## src/rtl/uart_pkg.sv

```systemverilog
// rtl/uart_pkg.sv - shared UART receiver types, parity constants and width helper
package uart_pkg;

  localparam int PAR_NONE = 0;
  localparam int PAR_ODD  = 1;
  localparam int PAR_EVEN = 2;

  typedef enum logic [2:0] {
    IDLE,
    START,
    DATA,
    PARITY,
    STOP,
    WAIT_HIGH
  } rx_state_t;

  // Counter width that never collapses to zero bits for tiny ranges.
  function automatic int clog2_min1(input int value);
    return (value <= 2) ? 1 : $clog2(value);
  endfunction

endpackage

```

## src/rtl/uart_rx_sync.sv

```systemverilog
// rtl/uart_rx_sync.sv - N-flop synchroniser for an idle-high asynchronous serial line
module uart_rx_sync #(
  parameter int N = 2
) (
  input  logic i_Clock,
  input  logic i_Reset,
  input  logic i_D,
  output logic o_Q
);

  logic [N-1:0] sync_q;

  always_ff @(posedge i_Clock or posedge i_Reset) begin
    if (i_Reset) begin
      sync_q <= '1;
    end else begin
      sync_q <= {sync_q[N-2:0], i_D};
    end
  end

  assign o_Q = sync_q[N-1];

endmodule

```

## src/rtl/uart_rx_param.sv

```systemverilog
// rtl/uart_rx_param.sv - parametrised UART receiver with parity, stop-bit and glitch checks
// Define UART_RX_MAJORITY_EN for 2-of-3 majority sampling of every bit.
module uart_rx_param #(
  parameter int CLKS_PER_BIT = 87,
  parameter int DATA_BITS    = 8,
  parameter int PARITY_MODE  = 0,
  parameter int STOP_BITS    = 1
) (
  input  logic                 i_Clock,
  input  logic                 i_Reset,
  input  logic                 i_Rx_Serial,
  output logic                 o_Rx_DV,
  output logic [DATA_BITS-1:0] o_Rx_Byte,
  output logic                 o_Parity_Err,
  output logic                 o_Frame_Err,
  output logic                 o_Busy
);

  import uart_pkg::*;

  localparam int CNT_W = clog2_min1(CLKS_PER_BIT);
  localparam int IDX_W = clog2_min1(DATA_BITS + 1);
  localparam logic [CNT_W-1:0] CNT_LAST  = CNT_W'(CLKS_PER_BIT - 1);
  localparam logic [CNT_W-1:0] CNT_MID   = CNT_W'((CLKS_PER_BIT - 1) / 2);
  localparam logic [IDX_W-1:0] IDX_LAST  = IDX_W'(DATA_BITS - 1);
  localparam logic             STOP_LAST = (STOP_BITS == 2);

  logic rx_s;
  logic sample;

  rx_state_t            state_q, state_d;
  logic [CNT_W-1:0]     cnt_q, cnt_d;
  logic [IDX_W-1:0]     idx_q, idx_d;
  logic                 stop_q, stop_d;
  logic [DATA_BITS-1:0] shift_q, shift_d;
  logic                 par_q, par_d;
  logic                 frm_q, frm_d;
  logic                 dv_q, dv_d;
  logic [DATA_BITS-1:0] byte_q, byte_d;
  logic                 perr_q, perr_d;
  logic                 ferr_q, ferr_d;
  logic                 exp_par;
  logic                 frame_now;

  uart_rx_sync #(.N(2)) u_sync (
    .i_Clock (i_Clock),
    .i_Reset (i_Reset),
    .i_D     (i_Rx_Serial),
    .o_Q     (rx_s)
  );

`ifdef UART_RX_MAJORITY_EN
  // rx_s from the two cycles before the sample point, voted with the current one.
  logic [1:0] hist_q;

  always_ff @(posedge i_Clock or posedge i_Reset) begin
    if (i_Reset) begin
      hist_q <= 2'b11;
    end else begin
      hist_q <= {hist_q[0], rx_s};
    end
  end

  assign sample = (rx_s & hist_q[0]) | (rx_s & hist_q[1]) | (hist_q[0] & hist_q[1]);
`else
  assign sample = rx_s;
`endif

  assign exp_par   = (PARITY_MODE == PAR_ODD) ? ~^shift_q : ^shift_q;
  assign frame_now = frm_q | ~sample;

  always_comb begin
    state_d = state_q;
    cnt_d   = cnt_q;
    idx_d   = idx_q;
    stop_d  = stop_q;
    shift_d = shift_q;
    par_d   = par_q;
    frm_d   = frm_q;
    dv_d    = 1'b0;
    byte_d  = byte_q;
    perr_d  = 1'b0;
    ferr_d  = 1'b0;

    case (state_q)
      IDLE: begin
        if (!rx_s) begin
          state_d = START;
          cnt_d   = '0;
        end
      end

      START: begin
        if (cnt_q == CNT_MID) begin
          cnt_d = '0;
          if (!sample) begin
            state_d = DATA;
            idx_d   = '0;
            stop_d  = 1'b0;
            par_d   = 1'b0;
            frm_d   = 1'b0;
          end else begin
            state_d = IDLE;
          end
        end else begin
          cnt_d = cnt_q + CNT_W'(1);
        end
      end

      DATA: begin
        if (cnt_q == CNT_LAST) begin
          cnt_d   = '0;
          // LSB arrives first, so it ends up in bit 0 after DATA_BITS shifts.
          shift_d = {sample, shift_q[DATA_BITS-1:1]};
          if (idx_q == IDX_LAST) begin
            idx_d   = '0;
            state_d = (PARITY_MODE != PAR_NONE) ? PARITY : STOP;
          end else begin
            idx_d = idx_q + IDX_W'(1);
          end
        end else begin
          cnt_d = cnt_q + CNT_W'(1);
        end
      end

      PARITY: begin
        if (cnt_q == CNT_LAST) begin
          cnt_d   = '0;
          par_d   = (sample != exp_par);
          state_d = STOP;
        end else begin
          cnt_d = cnt_q + CNT_W'(1);
        end
      end

      STOP: begin
        if (cnt_q == CNT_LAST) begin
          cnt_d = '0;
          if (stop_q == STOP_LAST) begin
            dv_d    = 1'b1;
            byte_d  = shift_q;
            perr_d  = par_q;
            ferr_d  = frame_now;
            frm_d   = frame_now;
            stop_d  = 1'b0;
            // Leaving mid-stop-bit lets a back-to-back start bit be caught.
            state_d = frame_now ? WAIT_HIGH : IDLE;
          end else begin
            stop_d = 1'b1;
            frm_d  = frame_now;
          end
        end else begin
          cnt_d = cnt_q + CNT_W'(1);
        end
      end

      WAIT_HIGH: begin
        if (rx_s) begin
          state_d = IDLE;
        end
      end

      default: begin
        state_d = IDLE;
      end
    endcase
  end

  always_ff @(posedge i_Clock or posedge i_Reset) begin
    if (i_Reset) begin
      state_q <= IDLE;
      cnt_q   <= '0;
      idx_q   <= '0;
      stop_q  <= 1'b0;
      shift_q <= '0;
      par_q   <= 1'b0;
      frm_q   <= 1'b0;
      dv_q    <= 1'b0;
      byte_q  <= '0;
      perr_q  <= 1'b0;
      ferr_q  <= 1'b0;
    end else begin
      state_q <= state_d;
      cnt_q   <= cnt_d;
      idx_q   <= idx_d;
      stop_q  <= stop_d;
      shift_q <= shift_d;
      par_q   <= par_d;
      frm_q   <= frm_d;
      dv_q    <= dv_d;
      byte_q  <= byte_d;
      perr_q  <= perr_d;
      ferr_q  <= ferr_d;
    end
  end

  assign o_Rx_DV      = dv_q;
  assign o_Rx_Byte    = byte_q;
  assign o_Parity_Err = perr_q;
  assign o_Frame_Err  = ferr_q;
  assign o_Busy       = (state_q != IDLE);

endmodule

```

## config.mk

```make
export PLATFORM = sky130hd
export DESIGN_NAME = uart_rx_param
export DESIGN_NICKNAME = d
export VERILOG_FILES = /design/src/rtl/uart_pkg.sv /design/src/rtl/uart_rx_sync.sv /design/src/rtl/uart_rx_param.sv
export SDC_FILE = /design/constraint.sdc
export NUM_CORES = 1
export LEC_CHECK = 0
export ABC_AREA = 0
export CAP_MARGIN = 0
export CORE_ASPECT_RATIO = 1.75
export CORE_MARGIN = 1.5
export CORE_UTILIZATION = 51
export CTS_CLUSTER_SIZE = 30
export DETAILED_ROUTE_END_ITERATION = 10
export PLACE_DENSITY = 0.71
export SLEW_MARGIN = 40
export SYNTH_ARGS = -nofsm -noshare
export SYNTH_HDL_FRONTEND = slang
export SYNTH_HIERARCHICAL = 1
export SYNTH_SLANG_ARGS = --single-unit
export TNS_END_PERCENT = 30
```

## constraint.sdc

```tcl
create_clock -name i_Clock -period 5.4 [get_ports i_Clock]
set_clock_uncertainty 0.2 [all_clocks]
set_input_delay 1.35 -clock i_Clock [delete_from_list [all_inputs] [get_ports i_Clock]]
set_output_delay 1.35 -clock i_Clock [all_outputs]
set_load 0.005 [all_outputs]
```

==> impl_metrics.ini, run 1 <==
[power]
netSwitchingPower_w = 0.0002536
sw_frac_of_total_pct = 32.00
p_clk_share_pct = 31.6
p_int_w = 0.0005391
ir_worst_vdd_mv = 0.2593
power.density_nw_per_um2 = 357.9
seqPwrFrac_pct = 43.4
power_frac_comb_pct = 25.0
p_leak_nw = 1.002

[floorplanning]
row_count = 29
initial_utilization_pct = 53.72
dieArea_um2 = 4217
core_um2 = 3628
die_w_um = 49.74
num_io_pins = 15
die_h_um = 84.79

[flow_run]
drv_cap = 0

[timing]
finalWorstPathRequiredPeriod_ps = 3244
slew_headroom_pct = 52.28
slew_violations = 0
setup_viol = 0
max_freq_mhz = 308.2
finalWorstSetupSlack_ps = 2156
setup_tns_ps = 0
rsz0062_at_grt = no
worst_slew_pin_slew_ps = 708.3
fin_crit_sh_pct = 60.08
finalHoldViolCount = 0

[final_layout]
areaGrowthSynthToFinish_pct = 13.61
nNetsFinal = 187
drive_above_1_share_pct = 22.10
diodes = 0

[clock_network]
cts_tree = done
clkLatencyLatePin_ps = 290
postCtsHoldBufs = 0
cts_root_buf = clkbuf_8
cts.clk_slew.worst_paths_ps = 70
postCtsSetupBuffers = 0
cts_buffers = 5
cts_num_sinks = 37
clockBufferDepth = 2
h-tree-depth = 2
ctsResizeCount = 0

[placed_design]
dpl.hpwl_um = 2672
gp_congestion = 0.8666
io_buffer_count = 14
preCtsSetupSlack_ps = 2485

[logic_synthesis]
yosysSeqAreaShare_pct = 47.63
ys.flop_type = dfrtp_1
synthMostInstantiatedCell = dfrtp_1
synth_warnings = 6
synth_common_cells = dfrtp_1, mux2_2, nor2_1, inv_1
synth_top_cell_area_share_pct = 44.93
synth-edff-count = 0
synth_largest_area_cell = dfrtp_1
yosysUniqueCellTypes = 52
synth-seq-cells = 37
synthArstFlopShare_pct = 100.0
synthCells = 166
synthesis.area_um2 = 1949
syn_area_per_cell_um2 = 11.74
netlist_top_cells_area = dfrtp_1, mux2_2, xor2_1, dfstp_2, ha_1
synth_nets = 173

[status]
status = completed

[global_route]
track_usage_pct = 19.76
overflow = 0
grt_pass1_vias = 1355
grt_pass1_wl_um = 6216
grt_max_degree = 36
antenna_found_initial = 0

[drt]
routedWlPerCell_um = 16.04
vias = 1293
ant_nets = 0
drt_pass1_iterations = 4
drcViolationCount = 0
vias_per_cell = 5.696
drtIter0Drc = 14
drt_wl_total_um = 3642

[setup_path]
crit_path_end_kind = output port
crit_type = flop to output port
setup.worst_path.start_class = flop
required_ps = 3850
crit_arrival_ps = 1690
cp_max_fo = 15
r2r_slack_ps = 2900

[min_path]
min_path_type = flop to flop
==> cell families after synthesis <==
logic type      count (synthesis)  share of synthesized area [%]
simple gates                   55                          18.61
flops                          37                          47.63
compound gates                 22                          9.115
mux                            19                          11.17
buf+inv                        17                          4.813
xor+xnor                       12                          6.097
fa+ha+maj                       4                          2.567
==> stage by stage <==
step	util [%]	cells	hold slack, ps	cell area, um2	total power, W
2_1_floorplan	-	166	145.2	1949	0.0005020
3_3_place_gp	57.72	219	147.0	2095	0.0005351
3_5_place_dp	57.72	219	151.0	2095	0.0005475
4_1_cts	61.03	227	158.9	2215	0.0008012
5_1_grt	61.03	227	159.5	2215	0.0008365
6_report	61.03	227	155.0	2215	0.0007927
==> worst paths after layout <==
check,start,endpoint,cells past startpoint
max,state_q[2]$_DFFE_PP0P_,o_Busy,2
max reg2reg,cnt_q[0]$_DFFE_PP0P_,cnt_q[2]$_DFFE_PP0P_,6
min reg2reg,u_sync/sync_q[0]$_DFF_PP1_,u_sync/sync_q[1]$_DFF_PP1_,0
max in group asynchronous,i_Reset,o_Rx_Byte[4]$_DFFE_PP0P_,3
min in group asynchronous,i_Reset,u_sync/sync_q[1]$_DFF_PP1_,2
min,u_sync/sync_q[0]$_DFF_PP1_,u_sync/sync_q[1]$_DFF_PP1_,0
==> cell type report <==
cell class	count	area, um2
Timing Repair Buffer	15	147.6
Clock inverter	2	37.54
Fill cell	313	1414
Clock buffer	6	82.58
Multi-Input combinational cell	112	927.1
Sequential cell	37	928.4
Tap cell	46	57.56
Inverter	9	33.78
==> power by group through the flow <==
stage | Sequential (W) | Clock [W] | Combinational (W)
6_report | 0.000344 | 0.000250 | 0.000198
5_1_grt | 0.000349 | 0.000265 | 0.000222
4_1_cts | 0.000343 | 0.000258 | 0.000200
3_5_place_dp | 0.000349 | 0 | 0.000199
3_3_place_gp | 0.000344 | 0 | 0.000191
2_1_floorplan | 0.000321 | 0 | 0.000181
==> sequential cells by signal (all words and copies together) (netlist names) <==
signal	count
o_Rx_Byte	8
shift_q	8
cnt_q	7
idx_q	4
state_q	3
u_sync/sync_q	2
frm_q	1
o_Frame_Err	1
o_Parity_Err	1
o_Rx_DV	1
par_q	1
==> critical path, cell delays in order, from the launching register on <==
cell	delay (ps)
dfrtp_1	540
or3_1	420
clkdlybuf4s50_1	440
==> layout by cell type (no fill, tap or decap), types with 5 or more instances in the layout <==
master           synthesis  layout
nand4_1                  7       7
clkbuf_8                 0       6
clkdlybuf4s50_1          0      14
dfrtp_1                 35      35
nor2_1                  13      13
xor2_1                   7       7
a21oi_1                  5       5
inv_1                    9       9
mux2_2                  18      18
==> routing by layer <==
metal / part of all wire (%) / up-vias / GRT usage (%)
li1: - / 628 / -
met4: 2.3 / 0 / 8.586
met3: 2.7 / 8 / 4.093
met2: 56 / 22 / 36.00
met1: 39 / 635 / 21.39
met5: 0 / - / 0
(Power assumes the default switching activity.)
==> run 2: changes to the inputs <==
==> constraint.sdc (replaced) <==
create_clock -name i_Clock -period 3.23 [get_ports i_Clock]
set_clock_uncertainty 0.2 [all_clocks]
set_input_delay 0.8075 -clock i_Clock [delete_from_list [all_inputs] [get_ports i_Clock]]
set_output_delay 0.8075 -clock i_Clock [all_outputs]
set_load 0.005 [all_outputs]
==> impl_metrics.ini, run 2 (synthesis gave the netlist of run 1 again) <==
[clock_network]
postCtsHoldBufs = 0
cts_buffers = 5
cts.clk_slew.worst_paths_ps = 70
h-tree-depth = 2
clockBufferDepth = 2
cts_root_buf = clkbuf_8
postCtsSetupBuffers = 0
cts_tree = done
ctsResizeCount = 0
clkLatencyLatePin_ps = 280
cts_num_sinks = 37

[final_layout]
layout_commonest_cell = dfrtp_1
finalInstanceArea_um2 = 2213
final_cell_mix = dfrtp_1, mux2_2, clkdlybuf4s50_1, nor2_1, inv_1
areaGrowthSynthToFinish_pct = 13.54
diodes = 0
drive_above_1_share_pct = 21.98
utilization_pct = 61.00
nNetsFinal = 188

[setup_path]
crit_type = flop to output port
crit_chain = or3_1 > clkdlybuf4s50_1
r2r_slack_ps = 930
path_depth = 2
required_ps = 2220
cpPeakStageDelay_ps = 520
crit_path_end_kind = output port
crit_slowest_cell = dfrtp_1
setup.worst_path.start_class = flop
crit_arrival_ps = 1700
cp_max_fo = 15
path_buf_inv = 1
worst-r2r-cell-count = 4
cp_top_family = flip-flops

[drt]
drt_pass1_iterations = 4
met1_length_um = 1425
wl_met3_um = 93
top_layer_used = met4
drtIter0Drc = 17
wl_met2_um = 2010
vias_per_cell = 5.754
vias = 1312
drt_wl_total_um = 3581
routedWlPerCell_um = 15.71
drcViolationCount = 0
ant_nets = 0

[global_route]
overflow = 0
grt_pass1_wl_um = 6196
track_usage_pct = 19.08
grt_max_degree = 36
antenna_found_initial = 0
grt_pass1_vias = 1332

[timing]
slew_violations = 0
finalWorstSetupSlack_ps = 523.1
setup_tns_ps = 0
fin_crit_sh_pct = 83.81
finalWorstPathRequiredPeriod_ps = 2707
max_freq_mhz = 369.4
finalHoldViolCount = 0
setup_viol = 0
worst_slew_pin_slew_ps = 761.6
slew_headroom_pct = 48.69
hold_ws_ps = 161.3
rsz0062_at_grt = no

[floorplanning]
die_h_um = 84.79
die_w_um = 49.74
initial_utilization_pct = 53.72
core_um2 = 3628
num_io_pins = 15
dieArea_um2 = 4217
row_count = 29

[placed_design]
dpl.hpwl_um = 2603
dpl_cell_area_um2 = 2102
preCtsSetupSlack_ps = 814.4
io_buffer_count = 14
gp_congestion = 0.8433

[power]
p_leak_nw = 1.004
power.density_nw_per_um2 = 581.9
ir_worst_vdd_mv = 0.4458

[min_path]
min_path_type = flop to flop
whs_path_depth = 0

[flow_run]
drv_cap = 0

[status]
status = completed
run 2: changes by cell type in the layout (fill, tap and decap cells not counted):
cell        previous run  this run
clkbuf_8               6         5
clkinv_4               0         1
buf_4                  1         2
clkinvlp_4             1         0
clkbuf_1               0         1
run 2: area by class of cell:
type / instances / area [um2]
Fill cell: 318 / 1415
Multi-Input combinational cell: 112 / 927.1
Clock buffer: 6 / 72.57
Inverter: 9 / 33.78
Tap cell: 46 / 57.56
Sequential cell: 37 / 928.4
Clock inverter: 2 / 38.79
Timing Repair Buffer: 16 / 155.1
run 2: path summary, 6_finish.rpt:
kind	from	to
min reg2reg	u_sync/sync_q[0]$_DFF_PP1_	u_sync/sync_q[1]$_DFF_PP1_
max	state_q[2]$_DFFE_PP0P_	o_Busy
min in group asynchronous	i_Reset	u_sync/sync_q[0]$_DFF_PP1_
max in group asynchronous	i_Reset	cnt_q[6]$_DFFE_PP0P_
max reg2reg	cnt_q[2]$_DFFE_PP0P_	idx_q[1]$_DFFE_PP0P_
min	u_sync/sync_q[0]$_DFF_PP1_	u_sync/sync_q[1]$_DFF_PP1_
run 2: layer usage:
layer,track usage [%],vias to the layer above
met5,0,-
met1,21.83,656
met2,34.30,21
met3,3.737,5
li1,-,630
met4,7.071,0
run 2: metrics by stage:
| stage | instances | power, W |
|---|---|---|
| 2_1_floorplan | 166 | 0.0008392 |
| 3_5_place_dp | 220 | 0.0009053 |
| 6_report | 228 | 0.001288 |
| 5_1_grt | 228 | 0.001364 |
| 4_1_cts | 228 | 0.001308 |
| 3_3_place_gp | 220 | 0.0008857 |
run 2: report_power, final:
part           switching [W]  internal, W
clock               0.000160     0.000232
sequential         0.0000785     0.000497
combinational       0.000169     0.000153
